**config.mk**
```make
export PLATFORM = sky130hd
export DESIGN_NAME = vdp18_vram_capture
export DESIGN_NICKNAME = d
export VERILOG_FILES = /design/src/rtl/vdp18_vram_capture.sv
export SDC_FILE = /design/constraint.sdc
export NUM_CORES = 1
export LEC_CHECK = 0
export BUFFER_PORTS_ARGS = -buffer_cell sky130_fd_sc_hd__buf_2
export CAP_MARGIN = 20
export CORE_ASPECT_RATIO = 0.5
export CORE_MARGIN = 4
export CORE_UTILIZATION = 52
export DETAILED_ROUTE_END_ITERATION = 8
export PLACE_DENSITY = 0.8
export SYNTH_ARGS = -nofsm -noshare
export SYNTH_HDL_FRONTEND = slang
export SYNTH_SLANG_ARGS = --single-unit
```
**constraint.sdc**
```tcl
create_clock -name clk_i -period 1.6 [get_ports clk_i]
set_input_delay 0.08 -clock clk_i [delete_from_list [all_inputs] [get_ports clk_i]]
set_output_delay 0.08 -clock clk_i [all_outputs]
set_load 0.01 [all_outputs]
```
**src/rtl/vdp18_vram_capture.sv**
```systemverilog
// ---------------------------------------------------------------------------
// vdp18_vram_capture
//   Captures VRAM read data returned READ_LATENCY enabled slots after the
//   address slot was issued, and steers each byte into the register that
//   belongs to the access type of that slot (pattern name/color/generator,
//   sprite attributes, sprite pattern, CPU read-ahead).
//
// Ports
//   clk_i          single clock, rising-edge
//   reset_i        synchronous, active-high reset
//   clk_en_i       access-slot enable; the slot pipeline only moves when high
//   access_type_i  access type of the slot whose address is presented now
//   cpu_wr_i       for an AC_CPU slot: 1 = write, 0 = read
//   cpu_rd_req_i   CPU read request (level)
//   vram_d_i       VRAM read data
//   pat_*_o        captured pattern name / color / generator bytes
//   spr_*_o        captured sprite attribute and pattern bytes
//   cap_stb_o      one-cycle capture strobe per field, bits 0..10 =
//                  PNT,PCT,PGT,STST,SATY,SATX,SATN,SATC,SPTH,SPTL,CPU
//   spr_term_o     sprite list terminator (Y = 0xD0) seen
//   cpu_rd_data_o  CPU read-ahead data
//   cpu_rd_ack_o   one-cycle CPU read acknowledge
//
// CPU read handshake: the requester raises cpu_rd_req_i and holds it until it
// sees cpu_rd_ack_o for one cycle; cpu_rd_data_o is valid from that cycle on.
// The request is consumed when an AC_CPU read slot tags it. While a read is in
// flight, and during its ack cycle, no further read is tagged, so a request
// dropped on ack is never acknowledged twice. Dropping the request while in
// flight does not cancel the read.
// ---------------------------------------------------------------------------
package vdp18_vram_capture_pkg;
  typedef enum logic [3:0] {
    AC_NONE = 4'd0,
    AC_PNT  = 4'd1,
    AC_PCT  = 4'd2,
    AC_PGT  = 4'd3,
    AC_STST = 4'd4,
    AC_SATY = 4'd5,
    AC_SATX = 4'd6,
    AC_SATN = 4'd7,
    AC_SATC = 4'd8,
    AC_SPTH = 4'd9,
    AC_SPTL = 4'd10,
    AC_CPU  = 4'd11
  } access_t;
endpackage

module vdp18_vram_capture
  import vdp18_vram_capture_pkg::*;
#(
  parameter int READ_LATENCY = 2  // legal range 1..3
) (
  input  logic        clk_i,
  input  logic        reset_i,
  input  logic        clk_en_i,
  input  access_t     access_type_i,
  input  logic        cpu_wr_i,
  input  logic        cpu_rd_req_i,
  input  logic [0:7]  vram_d_i,
  output logic [0:7]  pat_name_o,
  output logic [0:7]  pat_col_o,
  output logic [0:7]  pat_gen_o,
  output logic [0:7]  spr_y_o,
  output logic [0:7]  spr_x_o,
  output logic [0:7]  spr_name_o,
  output logic [0:7]  spr_col_o,
  output logic [0:7]  spr_pat_hi_o,
  output logic [0:7]  spr_pat_lo_o,
  output logic [0:10] cap_stb_o,
  output logic        spr_term_o,
  output logic [0:7]  cpu_rd_data_o,
  output logic        cpu_rd_ack_o
);

  // Slot pipeline: entry 0 is loaded from the current slot, entry
  // READ_LATENCY-1 is the one whose data is on vram_d_i this tick.
  access_t r_pipe_type [READ_LATENCY];
  logic    r_pipe_tag  [READ_LATENCY];
  logic    r_in_flight;

  logic    w_tag;
  access_t w_out_type;
  logic    w_out_tag;
  logic    w_term_byte;

  // Blocking on the ack cycle too keeps a request that is dropped on ack from
  // being tagged a second time.
  assign w_tag = (access_type_i == AC_CPU) && !cpu_wr_i && cpu_rd_req_i &&
                 !r_in_flight && !cpu_rd_ack_o;

  assign w_out_type  = r_pipe_type[READ_LATENCY-1];
  assign w_out_tag   = r_pipe_tag[READ_LATENCY-1];
  assign w_term_byte = (vram_d_i == 8'hD0);

  always_ff @(posedge clk_i) begin
    if (reset_i) begin
      for (int i = 0; i < READ_LATENCY; i++) begin
        r_pipe_type[i] <= AC_NONE;
        r_pipe_tag[i]  <= 1'b0;
      end
      r_in_flight   <= 1'b0;
      pat_name_o    <= '0;
      pat_col_o     <= '0;
      pat_gen_o     <= '0;
      spr_y_o       <= '0;
      spr_x_o       <= '0;
      spr_name_o    <= '0;
      spr_col_o     <= '0;
      spr_pat_hi_o  <= '0;
      spr_pat_lo_o  <= '0;
      cap_stb_o     <= '0;
      spr_term_o    <= 1'b0;
      cpu_rd_data_o <= '0;
      cpu_rd_ack_o  <= 1'b0;
    end else begin
      // Strobes and ack are single-cycle: cleared unless a capture fires now.
      cap_stb_o    <= '0;
      cpu_rd_ack_o <= 1'b0;
      if (clk_en_i) begin
        r_pipe_type[0] <= access_type_i;
        r_pipe_tag[0]  <= w_tag;
        for (int i = 1; i < READ_LATENCY; i++) begin
          r_pipe_type[i] <= r_pipe_type[i-1];
          r_pipe_tag[i]  <= r_pipe_tag[i-1];
        end
        if (w_tag) r_in_flight <= 1'b1;

        case (w_out_type)
          AC_PNT:  begin pat_name_o   <= vram_d_i; cap_stb_o[0] <= 1'b1; end
          AC_PCT:  begin pat_col_o    <= vram_d_i; cap_stb_o[1] <= 1'b1; end
          AC_PGT:  begin pat_gen_o    <= vram_d_i; cap_stb_o[2] <= 1'b1; end
          AC_STST: begin
            spr_y_o      <= vram_d_i;
            cap_stb_o[3] <= 1'b1;
            // A status-scan Y byte both sets and clears the terminator.
            spr_term_o   <= w_term_byte;
          end
          AC_SATY: begin
            spr_y_o      <= vram_d_i;
            cap_stb_o[4] <= 1'b1;
            if (w_term_byte) spr_term_o <= 1'b1;
          end
          AC_SATX: begin spr_x_o      <= vram_d_i; cap_stb_o[5] <= 1'b1; end
          AC_SATN: begin spr_name_o   <= vram_d_i; cap_stb_o[6] <= 1'b1; end
          AC_SATC: begin spr_col_o    <= vram_d_i; cap_stb_o[7] <= 1'b1; end
          AC_SPTH: begin spr_pat_hi_o <= vram_d_i; cap_stb_o[8] <= 1'b1; end
          AC_SPTL: begin spr_pat_lo_o <= vram_d_i; cap_stb_o[9] <= 1'b1; end
          AC_CPU: begin
            // Untagged CPU entries are writes or unrequested reads: ignored.
            if (w_out_tag) begin
              cpu_rd_data_o <= vram_d_i;
              cpu_rd_ack_o  <= 1'b1;
              cap_stb_o[10] <= 1'b1;
              r_in_flight   <= 1'b0;
            end
          end
          default: ;
        endcase
      end
    end
  end

endmodule

```
==> results of run 1 <==
flip-flops by register name, indices dropped and copies added (netlist names), 2 cells and up:
| register | count |
|---|---|
| spr_x_o | 8 |
| spr_pat_lo_o | 8 |
| cpu_rd_data_o | 8 |
| pat_col_o | 8 |
| pat_gen_o | 8 |
| cap_stb_o | 11 |
| r_pipe_type | 8 |
| spr_name_o | 8 |
| r_pipe_tag | 2 |
| pat_name_o | 8 |
| spr_col_o | 8 |
| spr_pat_hi_o | 8 |
| spr_y_o | 8 |
power by group:
part	leakage, nW	internal [W]	switching (W)
Combinational	1.55	0.000137	0.000179
Sequential	0.860	0.00265	0.0000270
Clock	0.150	0.00123	0.000908
Total	2.56	0.00402	0.00111
placed cells by master (no fill, tap or decap), drive strengths merged, types with 2 or more instances in the layout:
| cell | instances |
|---|---|
| clkinv | 3 |
| and3 | 2 |
| nor2b | 3 |
| nand2 | 24 |
| edfxtp | 10 |
| nor4bb | 3 |
| nand3 | 2 |
| nor4b | 2 |
| and3b | 2 |
| a21oi | 8 |
| clkbuf | 12 |
| mux2i | 72 |
| nor2 | 10 |
| and2 | 10 |
| nor3 | 2 |
| nand2b | 80 |
| buf | 124 |
| dfxtp | 93 |
worst register-to-register path, stage by stage (launching register included):
cell and delay, ns:
edfxtp_1 0.41, nor2b_1 0.23, buf_4 0.18, and2_1 0.34, mux2i_1 0.22
metal layers:
| metal | vias to the layer above | part of all wire, % |
|---|---|---|
| met5 | - | 0 |
| met3 | 16 | 5.2 |
| li1 | 1408 | - |
| met1 | 1348 | 48 |
| met4 | 0 | 1.6 |
| met2 | 75 | 45 |
path summary, 6_finish.rpt:
| path | start | to | slack [ns] | cells past startpoint |
|---|---|---|---|---|
| setup / recovery | r_pipe_type[0][4] | spr_pat_hi_o[4] | 0.15 | 4 |
| hold / removal | vram_d_i[7] | spr_y_o[7] | 0.01 | 3 |
| setup reg to reg | r_pipe_type[0][4] | spr_pat_hi_o[4] | 0.15 | 4 |
| hold reg to reg | spr_y_o[4] | spr_y_o[4] | 0.46 | 2 |
kinds of logic after synthesis:
| family | count (synthesis) |
|---|---|
| and+or+nand+nor | 146 |
| DFF | 103 |
| muxes | 72 |
| buffers and inverters | 28 |
| AOI/OAI and AO/OA | 11 |
per-stage QoR:
stage	total power (W)	hold WS [ns]
floorplan	0.002928	0.2160
global route	0.005328	0.009185
detailed placement	0.003054	0.3584
CTS	0.005171	0.004512
finish	0.005137	0.009705
global placement	0.003051	0.3496
cell type report:
type / count / share of cell area [%]
Timing Repair Buffer: 124 / 13.41
Clock buffer: 12 / 5.659
Tap cell: 96 / 2.447
Multi-Input combinational cell: 229 / 33.90
Clock inverter: 4 / 0.5353
Sequential cell: 103 / 44.05
==> results.json, run 1 <==
{
  "status": "completed",
  "finalSetupTns_ns": 0,
  "ys_seq_elements": 103,
  "synth_compound_area_share_pct": 1.549,
  "cts_made_buffers": 9,
  "fillers": 602,
  "synth_mux_area_share_pct": 18.21,
  "cts_max_level": 3,
  "yosysWarnings": 0,
  "gr-usage-met1_pct": 26.14,
  "num-nets-final": 484,
  "cts_root_buffer": "clkbuf_16",
  "clockBufferDepth": 2,
  "synth_area_leader_cell": "dfxtp_1",
  "syn_inst": 360,
  "syn-num-nets": 377,
  "grt_pass1_vias": 2809,
  "skew_ns": 0.003572,
  "syn2layout_area_growth_pct": 24.03,
  "post-route-util_pct": 66.79,
  "grt_util_all_layers_pct": 19.96,
  "final_cell_count_no_fill": 568,
  "vias": 2847,
  "dieWidth_um": 131.4,
  "grt_use_met2_pct": 31.71,
  "setup_viol": 0,
  "multiInputGateArea_sq_mm": 0.001664,
  "async_flop_share_pct": 0,
  "place_inst": 552,
  "seqCellArea_sq_mm": 0.002162,
  "synth-simple-area-share_pct": 22.29,
  "diodes": 0,
  "crit_type": "reg2reg",
  "clkTransAtPathRegs_ns": 0.07,
  "maxSlewViolCount": 0,
  "grt.overflow.total": 0,
  "drtPass1Iterations": 5,
  "cts-resized-gates": 0,
  "fin_area_sq_mm": 0.004908,
  "worstPathRequired_ns": 1.86,
  "yosysUniqueCellTypes": 32,
  "crit_family": "simple AND/OR/NAND/NOR gates",
  "crit_path_end_kind": "register",
  "gp_congestion": 0.7845,
  "clk_latency_ns": 0.34,
  "synth_flop_cell": "dfxtp_1",
  "crit_path_max_incr_delay_ns": 0.41,
  "row_count": 22,
  "max_freq_ghz": 0.6907,
  "tightestPinTransition_ns": 0.5194,
  "path_buf_inv": 1,
  "core-area_sq_mm": 0.007350,
  "clock_sinks": 103,
  "layout_setup_ws_ns": 0.1523,
  "pin_count": 110,
  "leakagePower_nw": 2.564,
  "cp_slowest_cell": "edfxtp_1",
  "met3_usage_pct": 6.232,
  "post_cts_buffers": 0,
  "avgSynthCellArea_sq_um": 10.99,
  "crit_arrival_ns": 1.71,
  "synth.most_common_cell": "dfxtp_1",
  "post-route-period-util_pct": 90.48,
  "drt-initial-drc-count": 149,
  "rsz0062_at_grt": "false",
  "vias_per_cell": 5.012,
  "antenna_found_initial": 0,
  "busiest_layer": "met2",
  "timing_hold_violations_final": 0,
  "initial_core_util_pct": 53.85,
  "port_buffers": 109,
  "grt_first_pass_wirelength_mm": 14.39,
  "cp_cell_sequence": "nor2b_1 -> buf_4 -> and2_1 -> mux2i_1",
  "drc": 0,
  "synth_xor_area_share_pct": 0,
  "min_period_ns": 1.448,
  "cp-start-kind": "register",
  "drive_gt1_share_pct": 31.14,
  "synth_top_family_by_area": "simple AND/OR/NAND/NOR gates",
  "cap_violations": 0,
  "power.density_mw_per_mm2": 1047,
  "synth_top_area_share_pct": 47.04,
  "pre_cts_ws_ns": 0.1813,
  "synth_adder_area_share_pct": 0,
  "die_area_sq_mm": 0.009155,
  "dpl.hpwl_mm": 6.382,
  "synth_edf_count": 10,
  "post_drt_wl_per_cell_um": 16.13,
  "max-vdd-ir-drop_mv": 0.6739,
  "max_slew_margin_pct": 65.37,
  "grt_max_degree": 47,
  "die_height_um": 69.69,
  "cts_tree": "yes",
  "ant_nets": 0,
  "wirelength_mm": 9.163,
  "hold_buffers": 0,
  "synthesis.area_sq_mm": 0.003958,
  "ys_seq_area_share_pct": 54.63,
  "synth.area.top_cells": "dfxtp_1 (47%), mux2i_1 (18%), nand2b_1 (13%)",
  "synthTopCellsByCount": "dfxtp_1 (93), nand2b_1 (80), mux2i_1 (72)",
  "critPathMaxFanout": 6,
  "postPlaceCellArea_sq_mm": 0.004604,
  "holdCritPathClass": "in2reg"
}
No activity file was read; power rests on OpenSTA's default activity.
==> run 2: changes to the inputs <==
BUFFER_PORTS_ARGS = -buffer_cell sky130_fd_sc_hd__clkbuf_2   (was -buffer_cell sky130_fd_sc_hd__buf_2)
CORE_UTILIZATION = 47   (was 52)
CTS_CLUSTER_DIAMETER = 200   (was unset)
PLACE_DENSITY = 0.76   (was 0.8)
clock period = 1.3 ns   (was 1.6 ns; I/O delays follow)
==> run 2 against run 1 <==
Against the previous run: the run now ends with negative setup slack left; wire length is 13% higher; clock power is 15% higher; global-route usage is 0.76 points higher; critical path depth stayed put; sequential power is 23% higher; non-clock buffer count is 22 higher; sequential cell count stayed put; largest cell class unchanged.
==> results.json, run 2 (synthesized netlist as in run 1, its figures left out) <==
{
  "clock_sinks": 103,
  "min_period_ns": 1.406,
  "cap_violations": 0,
  "gp_congestion": 0.7540,
  "initial_core_util_pct": 48.94,
  "grt_util_all_layers_pct": 20.72,
  "worstPathRequired_ns": 1.51,
  "setup_viol": 38,
  "leakagePower_nw": 2.633,
  "post_drt_wl_per_cell_um": 17.04,
  "dieWidth_um": 137.8,
  "clockBufferDepth": 2,
  "fin_area_sq_mm": 0.005305,
  "final_common_cell": "clkbuf_2",
  "status": "complete, but fails checks",
  "wirelength_mm": 10.34,
  "cts_root_buffer": "clkbuf_16",
  "post-route-period-util_pct": 108.1,
  "drtPass1Iterations": 5,
  "antenna_found_initial": 1,
  "drt-initial-drc-count": 150,
  "holdCritPathClass": "in2reg",
  "crit_path_end_kind": "register",
  "cp-start-kind": "register",
  "regMostFlops": "cap_stb_o",
  "pre_cts_ws_ns": -0.04205,
  "cts_made_buffers": 9,
  "critPathMaxFanout": 5,
  "num-nets-final": 509,
  "cts_max_level": 3,
  "grt_first_pass_wirelength_mm": 15.69,
  "clk_latency_ns": 0.34,
  "skew_ns": 0.005358,
  "diodes": 0,
  "layout_setup_ws_ns": -0.1059,
  "violations": "negative setup slack",
  "port_buffers": 109,
  "vias_per_cell": 4.997,
  "core-area_sq_mm": 0.008087,
  "maxSlewViolCount": 0,
  "largest_reg_flops": 11,
  "vias": 3033,
  "final_cell_mix": "clkbuf_2 (109), dfxtp_1 (93), nand2b_1 (80)",
  "grt_pass1_vias": 2941,
  "finalSetupTns_ns": -1.401,
  "postPlaceCellArea_sq_mm": 0.004745,
  "crit_arrival_ns": 1.61,
  "drc": 0,
  "syn2layout_area_growth_pct": 34.05,
  "die_area_sq_mm": 0.01004,
  "grt.overflow.total": 0,
  "post-route-util_pct": 65.60,
  "max_slew_margin_pct": 63.16,
  "ant_nets": 0,
  "cts_tree": "yes",
  "power.density_mw_per_mm2": 1191,
  "tightestPinTransition_ns": 0.5526,
  "whs_ns": 0.01395,
  "pin_count": 110,
  "drive_gt1_share_pct": 35.56,
  "row_count": 23,
  "timing_hold_violations_final": 0,
  "clkTransAtPathRegs_ns": 0.06,
  "max_freq_ghz": 0.7113,
  "max-vdd-ir-drop_mv": 0.6378,
  "crit_type": "reg2reg",
  "die_height_um": 72.89,
  "grt_max_degree": 39,
  "rsz0062_at_grt": "true",
  "dpl.hpwl_mm": 6.719
}
-- run 2: cell count changes in the layout (fill, tap and decap cells not counted), moves of 3 or more --
| cell | change |
|---|---|
| buf_6 | +8 |
| dlygate4sd3_1 | +7 |
| buf_12 | +4 |
| nand2_4 | +3 |
| buf_4 | +3 |
| clkbuf_2 | +109 |
| buf_2 | -109 |
| nand2_8 | +3 |
-- run 2: power by group --
part	total, W	internal (W)	switching, W
Sequential	0.00330	0.00327	0.0000348
Combinational	0.000543	0.000255	0.000288
Clock	0.00247	0.00138	0.00109
Total	0.00632	0.00490	0.00142
-- run 2: through the flow --
stage	total power, W	cells
finish	0.006316	607
global route	0.006565	607
CTS	0.006295	602
detailed placement	0.003807	579
global placement	0.003803	579
floorplan	0.003603	360
-- run 2: critical path, stage by stage, from the launching register on --
cell and delay, ns:
edfxtp_1 0.46, and3b_2 0.32, nand3b_1 0.17, buf_4 0.21, mux2i_1 0.11
-- run 2: area by class of cell --
class / count / area, sq um
fillers: 634 / 2781
multi-input cells: 232 / 1810
repair buffers: 146 / 920.9
well taps: 112 / 140.1
flip-flops and latches: 103 / 2162
clock inverters: 3 / 18.77
clock buffers: 11 / 252.7
-- run 2: worst paths after layout --
check                          from  slack (ns)                end  depth (start not counted)
setup / recovery  r_pipe_type[0][7]       -0.11         spr_x_o[0]                          4
hold / removal     access_type_i[3]        0.01  r_pipe_type[0][3]                          2
setup reg to reg  r_pipe_type[0][7]       -0.11         spr_x_o[0]                          4
hold reg to reg          spr_y_o[4]        0.45         spr_y_o[4]                          2
-- run 2: layer usage --
| layer | part of all wire, % | GRT usage, % |
|---|---|---|
| met5 | 0.18 | 0 |
| met4 | 1.4 | 7.996 |
| met3 | 5.9 | 5.716 |
| met2 | 49 | 32.83 |
| met1 | 44 | 27.27 |
-- run 2: repair_timing --
action / 4_1_cts / 5_1_grt
endpoints found under the setup margin: 54 / 85
hold buffers: 7 / 0
pin swaps: 1 / 5
setup buffers: 1 / 2
endpoints found under the hold margin: 7 / 0
gates resized for setup: 7 / 30
gates cloned: 1 / 3
